===== config.mk =====
export PLATFORM = sky130hd
export DESIGN_NAME = rptr_handler_gen2
export DESIGN_NICKNAME = d
export VERILOG_FILES = /design/src/rtl/rptr_handler_gen2_pkg.sv /design/src/rtl/rptr_handler_gen2_gray_sync.sv /design/src/rtl/rptr_handler_gen2.sv
export SDC_FILE = /design/constraint.sdc
export NUM_CORES = 1
export LEC_CHECK = 0
export ABC_CLOCK_PERIOD_IN_PS = 4620
export BUFFER_PORTS_ARGS = -buffer_cell sky130_fd_sc_hd__buf_2
export CORE_MARGIN = 5
export CORE_UTILIZATION = 49
export DETAILED_ROUTE_END_ITERATION = 8
export HOLD_SLACK_MARGIN = 0.08
export PLACE_DENSITY = 0.74
export SYNTH_ARGS = -nofsm -noshare
export SYNTH_HDL_FRONTEND = slang
export SYNTH_SLANG_ARGS = --single-unit

===== constraint.sdc =====
create_clock -name rd_clk -period 4.62 [get_ports rd_clk]
set_input_delay 0.693 -clock rd_clk [delete_from_list [all_inputs] [get_ports rd_clk]]
set_output_delay 0.693 -clock rd_clk [all_outputs]
set_load 0.02 [all_outputs]

===== src/rtl/rptr_handler_gen2_pkg.sv =====
// Pointer helpers shared by the read- and write-side FIFO pointer handlers.
// Functions work on a fixed-width word; callers zero-extend in and truncate out.
package rptr_handler_gen2_pkg;

    localparam int PTR_MAX_W = 16;

    typedef logic [PTR_MAX_W-1:0] ptr_word_t;

    // Zero-extended upper bits leave the low-order conversion unchanged.
    function automatic ptr_word_t gray2bin(input ptr_word_t g);
        ptr_word_t b;
        b[PTR_MAX_W-1] = g[PTR_MAX_W-1];
        for (int i = PTR_MAX_W - 2; i >= 0; i--) begin
            b[i] = b[i+1] ^ g[i];
        end
        return b;
    endfunction

    function automatic ptr_word_t bin2gray(input ptr_word_t b);
        return (b >> 1) ^ b;
    endfunction

endpackage


===== src/rtl/rptr_handler_gen2_gray_sync.sv =====
// Multi-flop synchronizer for a Gray-coded pointer crossing into the local clock domain.
module gray_sync #(
    parameter int WIDTH  = 4,
    parameter int STAGES = 2
) (
    input  logic             clk,
    input  logic             rst_n,
    input  logic [WIDTH-1:0] d_i,
    output logic [WIDTH-1:0] q_o
);

    logic [WIDTH-1:0] sync_q [STAGES];

    always_ff @(posedge clk or negedge rst_n) begin
        if (!rst_n) begin
            for (int i = 0; i < STAGES; i++) begin
                sync_q[i] <= '0;
            end
        end else begin
            sync_q[0] <= d_i;
            for (int i = 1; i < STAGES; i++) begin
                sync_q[i] <= sync_q[i-1];
            end
        end
    end

    assign q_o = sync_q[STAGES-1];

endmodule


===== src/rtl/rptr_handler_gen2.sv =====
// Read-side pointer handler for an async FIFO: synchronizes the write pointer,
// advances the read pointer, and produces registered empty / level / underflow status.
module rptr_handler_gen2
    import rptr_handler_gen2_pkg::*;
#(
    parameter int PTR_WIDTH   = 3,
    parameter int SYNC_STAGES = 2,
    parameter int AE_THRESH   = 2
) (
    input  logic               rd_clk,
    input  logic               rd_rst_n,
    input  logic               rd_en_i,
    input  logic               rd_flush_i,
    input  logic [PTR_WIDTH:0] g_wptr_i,
    output logic [PTR_WIDTH:0] b_rptr_o,
    output logic [PTR_WIDTH:0] g_rptr_o,
    output logic               empty_o,
    output logic               almost_empty_o,
    output logic [PTR_WIDTH:0] rd_level_o,
    output logic               underflow_o
);

    localparam int PW1 = PTR_WIDTH + 1;
    localparam logic [PTR_WIDTH:0] AE_LIMIT = PW1'(AE_THRESH);

    logic [PTR_WIDTH:0] g_wptr_sync;
    logic [PTR_WIDTH:0] wptr_bin_sync;
    logic               rd_acc;
    logic [PTR_WIDTH:0] b_rptr_next;
    logic [PTR_WIDTH:0] g_rptr_next;
    logic [PTR_WIDTH:0] level_next;
    logic               empty_next;
    logic               almost_empty_next;
    logic               underflow_next;

    gray_sync #(
        .WIDTH  (PW1),
        .STAGES (SYNC_STAGES)
    ) u_wptr_sync (
        .clk   (rd_clk),
        .rst_n (rd_rst_n),
        .d_i   (g_wptr_i),
        .q_o   (g_wptr_sync)
    );

    assign wptr_bin_sync = PW1'(gray2bin(ptr_word_t'(g_wptr_sync)));

    // Flush jumps the read pointer onto the synchronized write pointer and wins over reads.
    always_comb begin
        rd_acc            = rd_en_i & ~empty_o & ~rd_flush_i;
        b_rptr_next       = rd_flush_i ? wptr_bin_sync : b_rptr_o + PW1'(rd_acc);
        g_rptr_next       = PW1'(bin2gray(ptr_word_t'(b_rptr_next)));
        level_next        = wptr_bin_sync - b_rptr_next;
        empty_next        = (g_rptr_next == g_wptr_sync);
        almost_empty_next = (level_next <= AE_LIMIT);
        underflow_next    = rd_en_i & empty_o & ~rd_flush_i;
    end

    always_ff @(posedge rd_clk or negedge rd_rst_n) begin
        if (!rd_rst_n) begin
            b_rptr_o       <= '0;
            g_rptr_o       <= '0;
            empty_o        <= 1'b1;
            almost_empty_o <= 1'b1;
            rd_level_o     <= '0;
            underflow_o    <= 1'b0;
        end else begin
            b_rptr_o       <= b_rptr_next;
            g_rptr_o       <= g_rptr_next;
            empty_o        <= empty_next;
            almost_empty_o <= almost_empty_next;
            rd_level_o     <= level_next;
            underflow_o    <= underflow_next;
        end
    end

endmodule

==> out/qor.csv <==
stage;metric;value;unit
synth;Netlist Area Pre-Place;978;sq um
setup_path;critical path class;in2reg;
sta;final setup fails;0;
synth;cell taking the most area after synthesis;dfrtp_1;
setup_path;Setup crit start kind;primary input;
synth;Synth cell types;23;
sta;RSZ-0062 raised after global routing;no;
synth;synthesized flop and latch total;22;
global_routing;initial antenna violation count;0;
clocking;Setup Fix Bufs, Post-CTS;0;
drt;Routed WL;1.49;mm
sta;Hold Vio Cnt, Final;0;
global_routing;first-pass GRT wire length;2.72;mm
setup_path;Largest stage delay, worst path;0.29;ns
drt;post-route ant nets;0;
clocking;Clock Tree Buf Depth;2;
die;# rows;16;
job;max-cap violations;0;
sta;actual slew at the worst max-slew pin;0.455;ns
pwr;Pwr per Cell Area;494;nW/um^2
final_layout;final net count;117;
synth;register area share after synthesis;56.5;%
outcome;run status;complete, no violations;
clocking;Inserted Clock Buffers;3;
setup_path;CP bufs+invs;1;
setup_path;CP Capture Type;register;
setup_path;required time of the critical path;4.84;ns
global_routing;largest net degree at the start of global routing;23;
clocking;worst skew pair latency;0.30;ns
pwr;worst vdd ir;0.282;mV
sta;max-slew violations;0;
final_layout;Multi-input gate area;392;sq um
pwr;leak pwr;0.554;nW
sta;Tcrit/Tclk final;56.1;%
clocking;CTS tree;done;
global_routing;vias in the first global route;620;
die;die width;54.7;um
setup_path;WP data arrival;2.82;ns
clocking;post-CTS sizing;0;
synth;syn_area_per_cell;12.4;sq um
drt;via count;607;
die;Core Area;1940;sq um
placed_design;Placer Congestion;0.831;
synth;cell count after synthesis;79;
setup_path;Reg2Reg Setup Slack;2.13;ns
clocking;Reg clk slew, reported paths;0.11;ns
synth;dominant cells by area after synthesis;dfrtp_1, xnor2_1, dfstp_2;
clocking;clock sink count;22;
die;Starting Density;50.4;%
clocking;root buffer cell;clkbuf_4;
synth;syn nets;92;
sta;clock skew;0.000840;ns
clocking;H-tree levels;1;
worst_hold_path;worst min-delay path category;in2async;
drt;# DRC;0;
setup_path;Stages on worst setup path;10;
synth;Yosys warning total;0;
setup_path;CP Max Fanout;13;
final_layout;Register Area;553;sq um
setup_path;worst-path cell chain;buf_2 > nor3b_1 > ha_1 > ha_1 > mux2i_1 > ha_1 > a221oi_1 > o22ai_1 > xnor2_1 > a211oi_2;
drt;Initial DRC Count;10;
global_routing;total congestion overflow;0;
clocking;Hold-fix buffers, CTS;0;
drt;vias per cell;4.67;
final_layout;FILL cells;170;
placed_design;port bufs;22;
sta;setup TNS;0;ns
die;Die Footprint;2990;sq um
setup_path;CP top delay family;adder cells;
setup_path;r2r worst-path depth;10;
pwr;final total power;567;uW
final_layout;layout cells sized above 1;32.0;%
synth;area share of the largest cell type after synthesis;51.2;%
sta;Max Freq;0.386;GHz
final_layout;antenna diode count;0;
final_layout;synthesis-to-layout area growth;17.3;%
sta;clock period minus worst slack;2.59;ns
sta;Max-slew headroom;69.7;%
drt;average wire per standard cell;11.5;um
die;chip height;54.7;um
global_routing;Overall Global Routing Usage;12.9;%
die;Ports;23;
setup_path;Crit-path slowest cell;ha_1;
drt;First-pass DRT Iterations;4;
setup_path;crit-path most repeated cell;ha_1;
placed_design;hpwl dp;1.20;mm
[routing by layer]
layer | up-vias | track usage (%) | wire (um)
li1 | 298 | - | -
met1 | 280 | 16.7 | 684
met2 | 24 | 19.9 | 670
met3 | 5 | 3.27 | 105
met4 | 0 | 6.22 | 32
met5 | - | 0 | 0
[final timing paths]
path,endpoint,start
max,almost_empty_o$_DFF_PN1_,rd_flush_i
min reg2reg,u_wptr_sync.q_o[2]$_DFF_PN0_,u_wptr_sync.sync_q[6]$_DFF_PN0_
min in group rd_clk,u_wptr_sync.q_o[2]$_DFF_PN0_,u_wptr_sync.sync_q[6]$_DFF_PN0_
max reg2reg,almost_empty_o$_DFF_PN1_,u_wptr_sync.q_o[3]$_DFF_PN0_
min,rd_level_o[0]$_DFF_PN0_,rd_rst_n
max in group asynchronous,empty_o$_DFF_PN1_,rd_rst_n
[flip-flops by register name, indices dropped and copies added (netlist names)]
name                flops
underflow_o             1
almost_empty_o          1
u_wptr_sync.sync_q      4
rd_level_o              4
b_rptr_o                4
u_wptr_sync.q_o         4
empty_o                 1
g_rptr_o                3
[stage by stage]
stage / worst slack [ns] / util [%] / instances / hold WS [ns] / instance area [sq um]
after CTS: 2.02 / 59.1 / 130 / 0.333 / 1150
after floorplan: 1.86 / - / 79 / 0.331 / 978
after global placement: 1.84 / 57.2 / 126 / 0.332 / 1110
after detailed placement: 1.71 / 57.2 / 126 / 0.336 / 1110
final: 2.03 / 59.1 / 130 / 0.325 / 1150
after global routing: 1.80 / 59.1 / 130 / 0.346 / 1150
[cells in the mapped netlist (all sizes together)]
| cell | instances |
|---|---|
| a211oi | 1 |
| a21oi | 3 |
| a221oi | 1 |
| and2 | 1 |
| and3 | 1 |
| buf | 1 |
| clkbuf | 1 |
| dfrtp | 20 |
| dfstp | 2 |
| fa | 1 |
| ha | 4 |
| inv | 6 |
| mux2 | 1 |
| mux2i | 2 |
| nand2 | 3 |
| nand3 | 1 |
| nor2 | 9 |
| nor3b | 1 |
| o21ai | 3 |
| o22ai | 1 |
| xnor2 | 7 |
| xor2 | 9 |
[power breakdown]
part,switching [mW],internal (mW),total [mW]
Combinational,0.134,0.0832,0.217
Clock,0.0524,0.0481,0.100
Sequential,0.0153,0.234,0.249
Total,0.202,0.365,0.567
[final cells by class]
type,instances,share of cell area [%]
clock buffer,4,3.16
sequential,22,48.2
multi-input combinational,49,34.1
inverter,6,1.96
tap,27,2.94
timing repair buffer,22,9.60
[layout by cell type, fill, tap and decap left out, drive strengths merged]
master	n
mux2i	2
fa	1
ha	4
xor2	9
a21oi	3
a211oi	1
mux2	1
o21ai	3
nand3	1
clkbuf	4
inv	6
xnor2	7
nor2	9
nor3b	1
dfstp	2
dfrtp	20
a221oi	1
o22ai	1
and2	1
buf	22
and3	1
nand2	3
[kinds of logic (layout without fill, tap and decap cells)]
group,after synthesis,after routing,synth area share [%]
DFF,22,22,56.5
AOI/OAI and AO/OA,9,9,5.88
buffers and inverters,8,32,3.45
and+or+nand+nor,16,16,7.16
muxes,3,3,3.20
adders and majority gates,5,5,7.16
xor gates and xnor gates,16,16,16.6
Power figures use the tool's default switching activity.
